[src/rtl/payout_pkg.sv]
// Shared types and coin values for the change payout controller.
package payout_pkg;

  typedef enum logic [2:0] {
    IDLE        = 3'd0,
    VEND        = 3'd1,
    VEND_WAIT   = 3'd2,
    DIME        = 3'd3,
    DIME_WAIT   = 3'd4,
    NICKEL      = 3'd5,
    NICKEL_WAIT = 3'd6,
    FAULT       = 3'd7
  } state_e;

  localparam int NICKEL_CENTS = 5;
  localparam int DIME_CENTS   = 10;

endpackage

[src/rtl/payout_timer.sv]
// Acknowledge-wait timeout counter: counts enabled cycles since the last clear
// and flags the last cycle allowed before a timeout.
module payout_timer #(
  parameter int TIMEOUT_CYCLES = 255
) (
  input  logic clk,
  input  logic reset,
  input  logic clear,
  input  logic enable,
  output logic expired
);

  localparam int TW = $clog2(TIMEOUT_CYCLES + 1);

  logic [TW-1:0] count_q, count_d;

  // expired marks the final waiting cycle, so the owner leaves after exactly
  // TIMEOUT_CYCLES unacknowledged cycles.
  assign expired = enable && (count_q == TW'(TIMEOUT_CYCLES - 1));

  always_comb begin
    count_d = count_q;
    if (clear) begin
      count_d = '0;
    end else if (enable && !expired) begin
      count_d = count_q + 1'b1;
    end
  end

  always_ff @(posedge clk or posedge reset) begin
    if (reset) begin
      count_q <= '0;
    end else begin
      count_q <= count_d;
    end
  end

endmodule

[src/rtl/change_payout_ctrl.sv]
// Vend/change payout sequencer: queues vend and coin-return requests and
// services them one at a time with ack-timed handshakes.
// Optional macro PAYOUT_TOTAL_EN enables the paid_cents running total.
module change_payout_ctrl
  import payout_pkg::*;
#(
  parameter int TIMEOUT_CYCLES = 255,
  parameter int CNT_W          = 3
) (
  input  logic             clk,
  input  logic             reset,
  input  logic             Dispense,
  input  logic             ReturnNickel,
  input  logic             ReturnDime,
  input  logic             ReturnTwoDimes,
  input  logic             vend_done,
  input  logic             coin_sensed,
  output logic             vend_motor,
  output logic             dime_eject,
  output logic             nickel_eject,
  output logic             busy,
  output logic             fault,
  output logic [7:0]       paid_cents,
  output logic [2:0]       state_o,
  output logic [CNT_W-1:0] dime_cnt_o,
  output logic [CNT_W-1:0] nickel_cnt_o,
  output logic             vend_pend_o
);

  localparam int SW = CNT_W + 2;
  localparam logic [SW-1:0] CNT_MAX = SW'((1 << CNT_W) - 1);

  state_e           state_q, state_d;
  logic [CNT_W-1:0] dime_q, dime_d, nickel_q, nickel_d;
  logic             vend_pend_q, vend_pend_d;
  logic             fault_q, fault_d;
  logic             vend_motor_q, dime_eject_q, nickel_eject_q;
  logic             vend_ack, dime_ack, nickel_ack;
  logic             in_wait, expired;
  logic [SW-1:0]    dime_sum, nickel_sum;
  logic             dime_ovf, nickel_ovf;

  // Acks only count while the matching handshake is outstanding.
  assign vend_ack   = (state_q == VEND_WAIT)   && vend_done;
  assign dime_ack   = (state_q == DIME_WAIT)   && coin_sensed;
  assign nickel_ack = (state_q == NICKEL_WAIT) && coin_sensed;
  assign in_wait    = (state_q == VEND_WAIT) || (state_q == DIME_WAIT) ||
                      (state_q == NICKEL_WAIT);

  payout_timer #(
    .TIMEOUT_CYCLES(TIMEOUT_CYCLES)
  ) u_timer (
    .clk    (clk),
    .reset  (reset),
    .clear  (!in_wait),
    .enable (in_wait),
    .expired(expired)
  );

  // New requests and the ack-time consumption net out in one step; anything
  // beyond the counter ceiling is dropped and flagged.
  always_comb begin
    dime_sum    = SW'(dime_q) + SW'({ReturnTwoDimes, ReturnDime}) - SW'(dime_ack);
    nickel_sum  = SW'(nickel_q) + SW'(ReturnNickel) - SW'(nickel_ack);
    dime_ovf    = dime_sum > CNT_MAX;
    nickel_ovf  = nickel_sum > CNT_MAX;
    dime_d      = dime_ovf ? CNT_MAX[CNT_W-1:0] : dime_sum[CNT_W-1:0];
    nickel_d    = nickel_ovf ? CNT_MAX[CNT_W-1:0] : nickel_sum[CNT_W-1:0];
    vend_pend_d = Dispense || (vend_pend_q && !vend_ack);
  end

  always_comb begin
    state_d = state_q;
    unique case (state_q)
      IDLE: begin
        if (vend_pend_q) begin
          state_d = VEND;
        end else if (dime_q != '0) begin
          state_d = DIME;
        end else if (nickel_q != '0) begin
          state_d = NICKEL;
        end
      end
      VEND:        state_d = VEND_WAIT;
      DIME:        state_d = DIME_WAIT;
      NICKEL:      state_d = NICKEL_WAIT;
      VEND_WAIT:   state_d = vend_done   ? IDLE : (expired ? FAULT : VEND_WAIT);
      DIME_WAIT:   state_d = coin_sensed ? IDLE : (expired ? FAULT : DIME_WAIT);
      NICKEL_WAIT: state_d = coin_sensed ? IDLE : (expired ? FAULT : NICKEL_WAIT);
      FAULT:       state_d = FAULT;
      default:     state_d = IDLE;
    endcase
  end

  assign fault_d = fault_q || dime_ovf || nickel_ovf || (state_d == FAULT);

  always_ff @(posedge clk or posedge reset) begin
    if (reset) begin
      state_q        <= IDLE;
      dime_q         <= '0;
      nickel_q       <= '0;
      vend_pend_q    <= 1'b0;
      fault_q        <= 1'b0;
      vend_motor_q   <= 1'b0;
      dime_eject_q   <= 1'b0;
      nickel_eject_q <= 1'b0;
    end else begin
      state_q        <= state_d;
      dime_q         <= dime_d;
      nickel_q       <= nickel_d;
      vend_pend_q    <= vend_pend_d;
      fault_q        <= fault_d;
      vend_motor_q   <= (state_d == VEND);
      dime_eject_q   <= (state_d == DIME);
      nickel_eject_q <= (state_d == NICKEL);
    end
  end

`ifdef PAYOUT_TOTAL_EN
  logic [7:0] paid_q, paid_d;

  always_comb begin
    paid_d = paid_q;
    if (dime_ack) begin
      paid_d = paid_q + 8'(DIME_CENTS);
    end else if (nickel_ack) begin
      paid_d = paid_q + 8'(NICKEL_CENTS);
    end
  end

  always_ff @(posedge clk or posedge reset) begin
    if (reset) begin
      paid_q <= 8'd0;
    end else begin
      paid_q <= paid_d;
    end
  end

  assign paid_cents = paid_q;
`else
  assign paid_cents = 8'd0;
`endif

  // A latched fault parks the machine, so pending work no longer counts as busy.
  assign busy = ((state_q != IDLE) && (state_q != FAULT)) ||
                ((state_q == IDLE) && (vend_pend_q || (dime_q != '0) || (nickel_q != '0)));

  assign vend_motor   = vend_motor_q;
  assign dime_eject   = dime_eject_q;
  assign nickel_eject = nickel_eject_q;
  assign fault        = fault_q;
  assign state_o      = state_q;
  assign dime_cnt_o   = dime_q;
  assign nickel_cnt_o = nickel_q;
  assign vend_pend_o  = vend_pend_q;

endmodule

[config.mk]
export PLATFORM = sky130hd
export DESIGN_NAME = change_payout_ctrl
export DESIGN_NICKNAME = d
export VERILOG_FILES = /design/src/rtl/payout_pkg.sv /design/src/rtl/payout_timer.sv /design/src/rtl/change_payout_ctrl.sv
export SDC_FILE = /design/constraint.sdc
export NUM_CORES = 1
export LEC_CHECK = 0
export CAP_MARGIN = 5
export CORE_MARGIN = 5
export CORE_UTILIZATION = 54
export DETAILED_ROUTE_END_ITERATION = 8
export GPL_TIMING_DRIVEN = 0
export PLACE_DENSITY_LB_ADDON = 0.2
export SYNTH_ARGS = -nofsm -noshare
export SYNTH_HDL_FRONTEND = slang
export SYNTH_SLANG_ARGS = --single-unit
[constraint.sdc]
create_clock -name clk -period 4.3 [get_ports clk]
set_input_delay 0.86 -clock clk [delete_from_list [all_inputs] [get_ports clk]]
set_output_delay 0.86 -clock clk [all_outputs]
set_load 0.05 [all_outputs]
# Yosys cells after proc, flatten, opt, wreduce, memory -nomap -nowiden
# Cells that the tools add are included.
op_classes:
  add_sub_neg: 5
  order_cmp: 2
  n_eq_ne: 14
  mux: 14
  reduce_logical: 23
ops:
  columns: ["cell", "n"]
  rows:
  - ["2-to-1 mux 3 bit", 9]
  - ["case mux 3 bit (8 select lines)", 1]
  - ["== test 3 bit (second input constant)", 6]
  - ["2-to-1 mux 8 bit", 2]
  - ["> comparator 5 x 3 -> 1 bit (second input constant)", 2]
  - ["subtractor 4 x 1 -> 5 bit", 2]
  - ["== test 3 x 2 -> 1 bit (second input constant)", 3]
  - ["logical OR 1 bit", 9]
  - ["nonzero test 3 bit", 3]
  - ["adder 8 x 1 -> 8 bit (second input constant)", 1]
  - ["== test 8 bit (second input constant)", 1]
  - ["logical AND 1 bit", 8]
  - ["== test 3 x 1 -> 1 bit (second input constant)", 2]
  - ["adder 3 x 1 -> 4 bit", 1]
  - ["adder 3 x 2 -> 4 bit", 1]
  - ["zero test 3 bit", 1]
  - ["inequality test 3 bit (second input constant)", 1]
  - ["zero test 1 bit", 2]
  - ["2-to-1 mux 2 bit", 1]
  - ["inequality test 2 bit (second input constant)", 1]
  - ["2-to-1 mux 1 bit", 1]
totals:
  register_bits: 22
  input_bits: 8
  wordCells: 67

# Longest topological paths before layout
# Gate-level depths: netlist of the first run.
logic_depth:
  word_depth: 9
  mapped_depth: 11

# Hierarchy
# Synthesis of the first run repeated with hierarchy kept, for this count alone.
hier_totals:
  cells_unflattened: 160
  hier_area_um2: 1536.5
by_module_without_submodules:
  columns: ["module", "instances", "cells_each", "area_per_inst_um2", "seq_area_each_um2"]
  rows:
  - ["change_payout_ctrl", 1, 110, 1037.2, 350.3]
  - ["payout_timer", 1, 50, 499.2, 200.2]

# Worst setup path before layout of the first run
# OpenSTA, ideal clock, no wires.
synth_path:
  path_kind: "register to output"
  start: "register state_q[0] (netlist: state_o[0])"
  end: "output port busy"
  arrival_ps: 2080
  required_time_ps: 3440
  path_slack_ps: 1360
  path_stages_with_launch: 5
  path_buffers: 0
  cell_sequence: "dfrtp_1 or4_4 or4_4 nor4_2 nor2_1"
synth_between:
  elab_chain_len: 3
  elab_cells_between_ends: 6
  cone_classes: "1 x eq/ne; 5 x reduce/logical"
synth_rtl:
  columns: ["element", "line_no", "text"]
  rows:
  - ["start, declared", "change_payout_ctrl.sv:33", "state_e state_q, state_d;"]
  - ["start signal, assigned", "change_payout_ctrl.sv:108", "state_q <= state_d;"]
  - ["inequality test 3 bit, or another cell as far along", "change_payout_ctrl.sv:145", "assign busy = ((state_q != IDLE) && (state_q != FAULT)) ||"]
  - ["logical AND 1 bit, on equally long branches", "change_payout_ctrl.sv:145, change_payout_ctrl.sv:146", null]
  - ["logical OR 1 bit (*)", "change_payout_ctrl.sv:145", null]
  - ["end, declared", "change_payout_ctrl.sv:21", "output logic busy,"]
# Mark *: on every way between the ends. The rest lies on a longest branch, timed or not.

# Final worst setup path of the first run
# Same ends and word-level chain as after synthesis.

==> impl_metrics.toml, run 1 <==
[route]
drt-initial-drc-count = 37
wl_per_cell_um = 14.2
routed-via-count = 1180
totalWireLength_um = 3040
drc_errors = 0
drt_first_pass_iters = 4
viasPerCell = 5.51
drtAntennaViolNets = 0

[global_route]
grt_pass1_wl_um = 5220
antenna_found_initial = 0
grt.busiest_layer = "met2"
met3_usage_pct = 2.48
first_global_vias = 1168
grt_max_degree = 23
grtUsageMet2_pct = 31.2
grt_overflow = 0
track_usage_pct = 18.2
use_met1_pct = 23.2

[floorplanning]
pin_count = 31
die_height_um = 62.0
rows = 18
floorplan.initialDensity_pct = 57.9
die-area_um2 = 3850
die_x_um = 62.0
core_area_um2 = 2520

[sta]
setup_viol = 0
period_share_pct = 86.8
maxSlewViolCount = 0
period_needed_ns = 3.73
rsz0062_at_grt = "no"
skew_ns = 0.00342
hold_violations = 0
max_slew_margin_pct = 44.6
max_freq_mhz = 268
setup_tns_ns = 0
worst_pin_slew_ns = 0.831

[critical_path]
slowest_delay_ns = 0.71
crit_slowest_cell = "clkdlybuf4s50_1"
crit_arrival_ns = 2.87
critPathKind = "reg2out"
cp_common_cell = "or4_4"
path_delay_family = "simple AND/OR/NAND/NOR gates"
crit_required_ns = 3.44
worstPathMaxFanout = 6
critPathBufInv = 1
endpoint_kind = "output pin"
critPathLaunchType = "register"
path_cells = "or4_4 > or4_4 > nor4_2 > nor2_1 > clkdlybuf4s50_1"

[placement]
gp_congestion = 0.804
dp_hpwl_um = 2380
io_buffers = 22

[yosys]
ys_top_cells_by_area = "dfrtp_1, ha_1, buf_4"
synth_top_area_share_pct = 37.7
syn-cell-area_um2 = 1460
postSynthCellCount = 151
ys_seq_elements = 22
ys_seq_area_share_pct = 37.7
yosysWarnings = 0
synth_edf_count = 0
synth_ff_type = "dfrtp_1"
synth.distinct_cells = 44
async_reset_ff_share_pct = 100
avgSynthCellArea_um2 = 9.68
yosysTopAreaCell = "dfrtp_1"

[pwr]
cellPowerDensity_nw_per_um2 = 633
p_sw_uw = 541
seqPwrFrac_pct = 28.2
p_leak_uw = 0.000846
power_uw = 1140
clkPwrFrac_pct = 14.3
pwr-share-comb_pct = 57.5
peakVddDrop_mv = 0.532
intPower_uw = 597
switching_share_pct = 47.5

[min_path]
hp-class = "reg2reg"

[cts]
hold_buffers = 0
cts_setup_buffers = 0
cts_tree = "yes"
numCtsBuffers = 3
clkSinkCount = 22
clk_pin_slew_ns = 0.14
clk_latency_ns = 0.31
cts_resized = 0
cts-root-buf = "clkbuf_4"
htree_levels = 1
clock_path_buffers = 2

[final_layout]
area_growth_pct = 23.0
layout.nets = 208
drive_gt1_share_pct = 9.24
layout_common_cells = "dfrtp_1, clkdlybuf4s50_1, inv_1"
antenna_cells = 0

[outcome]
status = "finished, final reports clean"

[run]
cap_viol_max_count = 0
==> metal layers <==
metal | routed length (um) | part of all wire (%)
met5 | 0 | 0
met4 | 63 | 2.1
met3 | 132 | 4.3
met2 | 1540 | 51
met1 | 1300 | 43
==> metrics by stage <==
stage | instance area, um^2 | worst slack, ns | hold slack [ns] | cells | utilization [%]
2_1_floorplan | 1490 | 1.36 | 0.505 | 158 | -
3_3_place_gp | 1750 | 0.972 | 0.513 | 210 | 69.2
3_5_place_dp | 1750 | 0.941 | 0.517 | 210 | 69.2
4_1_cts | 1800 | 0.574 | 0.553 | 214 | 71.3
5_1_grt | 1800 | 0.493 | 0.575 | 214 | 71.3
6_report | 1800 | 0.567 | 0.544 | 214 | 71.3
==> sequential cells by signal (all words and copies together), names as in the netlist <==
name / cells
u_timer.count_q: 8
dime_cnt_o: 3
nickel_eject: 1
nickel_cnt_o: 3
state_o: 3
vend_pend_o: 1
fault: 1
vend_motor: 1
dime_eject: 1
==> cell families after synthesis <==
| family | count (synthesis) | share of synthesized area, % |
|---|---|---|
| AND/OR/NAND/NOR | 58 | 23.1 |
| buffers and inverters | 27 | 9.08 |
| flip-flops | 22 | 37.7 |
| AO/OA/AOI/OAI | 19 | 10.4 |
| adder cells (fa/ha/maj) | 15 | 13.9 |
| XOR/XNOR | 7 | 4.20 |
| multiplexers | 2 | 1.37 |
| other | 1 | 0.257 |
==> worst register-to-register path: stages (launching register included) <==
cell and delay, ns:
dfrtp_1 0.46, clkbuf_1 0.33, nand2_1 0.12, nor3_1 0.18
ha_1 0.15, inv_1 0.04, ha_1 0.19, fa_1 0.42
nand2b_1 0.17, and4_1 0.18, nor2_1 0.21, nand4b_1 0.16
==> synth_stat cells, drive strengths merged, types with 2 or more instances <==
library cell  count
and4              2
a211oi            2
a21oi             2
or4               2
inv              16
o21ai             2
xnor2             3
nor4b             2
mux2i             2
o21bai            3
nand2b            6
nor3              6
fa                2
and3              4
nor2             13
xor2              4
or2               3
nand3             5
dfrtp            22
buf               9
ha               13
nand2             7
clkbuf            2
==> path summary, 6_finish.rpt <==
kind,start,endpoint,slack [ns],cells after the start
setup / recovery,state_o[0],busy,0.57,5
hold reg to reg,vend_pend_o,vend_pend_o,0.54,1
max in group asynchronous,reset,dime_cnt_o[2],2.79,2
setup reg to reg,state_o[2],fault,1.62,11
min in group asynchronous,reset,nickel_eject,1.00,2
hold / removal,vend_pend_o,vend_pend_o,0.54,1
==> power by group through the flow <==
stage          logic, uW  clock network (uW)  registers (uW)
4_1_cts              659                 166             320
6_report             655                 163             320
2_1_floorplan        342                   0             453
3_5_place_dp         652                   0             325
3_3_place_gp         628                   0             322
5_1_grt              711                 175             330
==> cell type report <==
cell class	instances	area, um^2
Fill cell	206	724
Sequential cell	22	551
Multi-Input combinational cell	109	805
Buffer	11	72.6
Timing Repair Buffer	22	220
Tap cell	30	37.5
Clock inverter	1	30.0
Inverter	16	60.1
Clock buffer	3	22.5
(Power assumes the default switching activity.)
==> inputs of run 2 (changes only) <==
--- a/config.mk
+++ b/config.mk
@@ -6,10 +6,11 @@
 export NUM_CORES = 1
 export LEC_CHECK = 0
 export CAP_MARGIN = 5
-export CORE_MARGIN = 5
+export CORE_MARGIN = 2
 export CORE_UTILIZATION = 54
 export DETAILED_ROUTE_END_ITERATION = 8
 export GPL_TIMING_DRIVEN = 0
+export HOLD_SLACK_MARGIN = 0.06
 export PLACE_DENSITY_LB_ADDON = 0.2
 export SYNTH_ARGS = -nofsm -noshare
 export SYNTH_HDL_FRONTEND = slang
==> impl_metrics.toml, run 2 (synthesized netlist as in run 1, its figures left out) <==
[outcome]
status = "finished, final reports clean"

[route]
drt-initial-drc-count = 32
met1_length_um = 1320
met2_length_um = 1530
drt_first_pass_iters = 4
viasPerCell = 5.51
drc_errors = 0
totalWireLength_um = 2990
wl_met3_um = 112
drtAntennaViolNets = 0
wl_per_cell_um = 14.0
highest_layer = "met4"
routed-via-count = 1174

[pwr]
p_leak_uw = 0.000831
intPower_uw = 535
switching_share_pct = 49.6
cellPowerDensity_nw_per_um2 = 600
clkPwrFrac_pct = 9.0
pwr-share-comb_pct = 60.8
peakVddDrop_mv = 0.504
seqPwrFrac_pct = 30.2
p_sw_uw = 527

[final_layout]
area_growth_pct = 21.0
drive_gt1_share_pct = 8.74
largest_reg_flops = 8
layout.nets = 208
layout_common_cells = "dfrtp_1, clkdlybuf4s50_1, inv_1"
antenna_cells = 0
top_register = "u_timer.count_q"

[critical_path]
ff2ff_setup_slack_ns = 1.65
endpoint_kind = "output pin"
cp-endpoint = "busy"
critPathKind = "reg2out"
crit_required_ns = 3.44
reg2reg_to = "dime_cnt_o[0]"
rr_worst_depth = 11
crit_start = "state_o[0]"
regToRegStartpoint = "state_o[2]"
crit_arrival_ns = 2.83
critPathLaunchType = "register"
worstPathMaxFanout = 6

[placement]
io_buffers = 22
dp_hpwl_um = 2320
gp_congestion = 0.890

[cts]
clk_pin_slew_ns = 0.12
cts_tree = "yes"
cts-root-buf = "clkbuf_4"
cts_setup_buffers = 0
clkSinkCount = 22
cts_resized = 0
clock_path_buffers = 2
htree_levels = 1
clk_latency_ns = 0.31
hold_buffers = 0
numCtsBuffers = 3

[sta]
period_needed_ns = 3.69
rsz0062_at_grt = "no"
setup_tns_ns = 0
skew_ns = 0.00894
period_share_pct = 85.9
worst_pin_slew_ns = 0.827
hold_violations = 0
setup_viol = 0
max_slew_margin_pct = 44.8
whs_ns = 0.554
max_freq_mhz = 271
maxSlewViolCount = 0

[floorplanning]
rows = 18
die_height_um = 56.0
die_x_um = 56.0
core_area_um2 = 2520
pin_count = 31
floorplan.initialDensity_pct = 57.9
die-area_um2 = 3140

[global_route]
track_usage_pct = 20.5
grt_overflow = 0
antenna_found_initial = 0
first_global_vias = 1184
grt_pass1_wl_um = 5140
grt_max_degree = 23

[min_path]
hp-class = "reg2reg"

[run]
cap_viol_max_count = 0
## run 2: changes by cell type in the layout (fill, tap and decap cells not counted), sizes merged
cell,before,now
bufinv,1,0
## run 2: power by group through the flow
stage / clock (uW) / combinational (uW) / sequential, uW
2_1_floorplan: 0 / 342 / 453
3_3_place_gp: 0 / 625 / 321
3_5_place_dp: 0 / 646 / 324
4_1_cts: 96.6 / 650 / 320
5_1_grt: 105 / 712 / 332
6_report: 95.3 / 646 / 320
## run 2: final cells by class
type                    count  area [um^2]
inverters                  16         60.1
plain buffers              11         72.6
flip-flops and latches     22          551
well taps                  30         37.5
multi-input cells         109          805
repair buffers             22          220
clock buffers               3         22.5
fillers                   203          754
## run 2: how the worst min path moves through the flow
stage / startpoint / to / cells after the start
final: vend_pend_o / vend_pend_o / 1
after global routing: vend_pend_o / vend_pend_o / 1
after CTS: vend_pend_o / vend_pend_o / 1
after detailed placement: fault / fault / 2
after global placement: fault / fault / 2
after floorplan: u_timer.count_q[7] / u_timer.count_q[7] / 2
## run 2: through the flow
stage          util, %  power, uW  setup slack (ns)  area (um^2)  instances
3_3_place_gp      69.2        946             0.980         1750        210
3_5_place_dp      69.2        970             0.963         1750        210
2_1_floorplan        -        794              1.36         1490        158
5_1_grt           70.1       1150             0.495         1770        213
4_1_cts           70.1       1070             0.597         1770        213
6_report          70.1       1060             0.606         1770        213
## run 2: per-layer routing
metal / vias to the layer above / GRT usage (%)
li1: 574 / -
met1: 563 / 25.7
met2: 33 / 35.8
met3: 4 / 3.49
met4: 0 / 6.12
met5: - / 0
## run 2: worst max-delay path, stage by stage, from the launching register on
cell	delay, ns
dfrtp_1	0.46
or4_4	0.57
or4_4	0.48
nor4_2	0.22
nor2_1	0.09
clkdlybuf4s50_1	0.70
==> inputs of run 3 (changes only) <==
--- a/config.mk
+++ b/config.mk
@@ -5,7 +5,6 @@
 export SDC_FILE = /design/constraint.sdc
 export NUM_CORES = 1
 export LEC_CHECK = 0
-export CAP_MARGIN = 5
 export CORE_MARGIN = 2
 export CORE_UTILIZATION = 54
 export DETAILED_ROUTE_END_ITERATION = 8
==> results of run 3 <==
Final layout, timing and power as in run 2 (identical DEF).
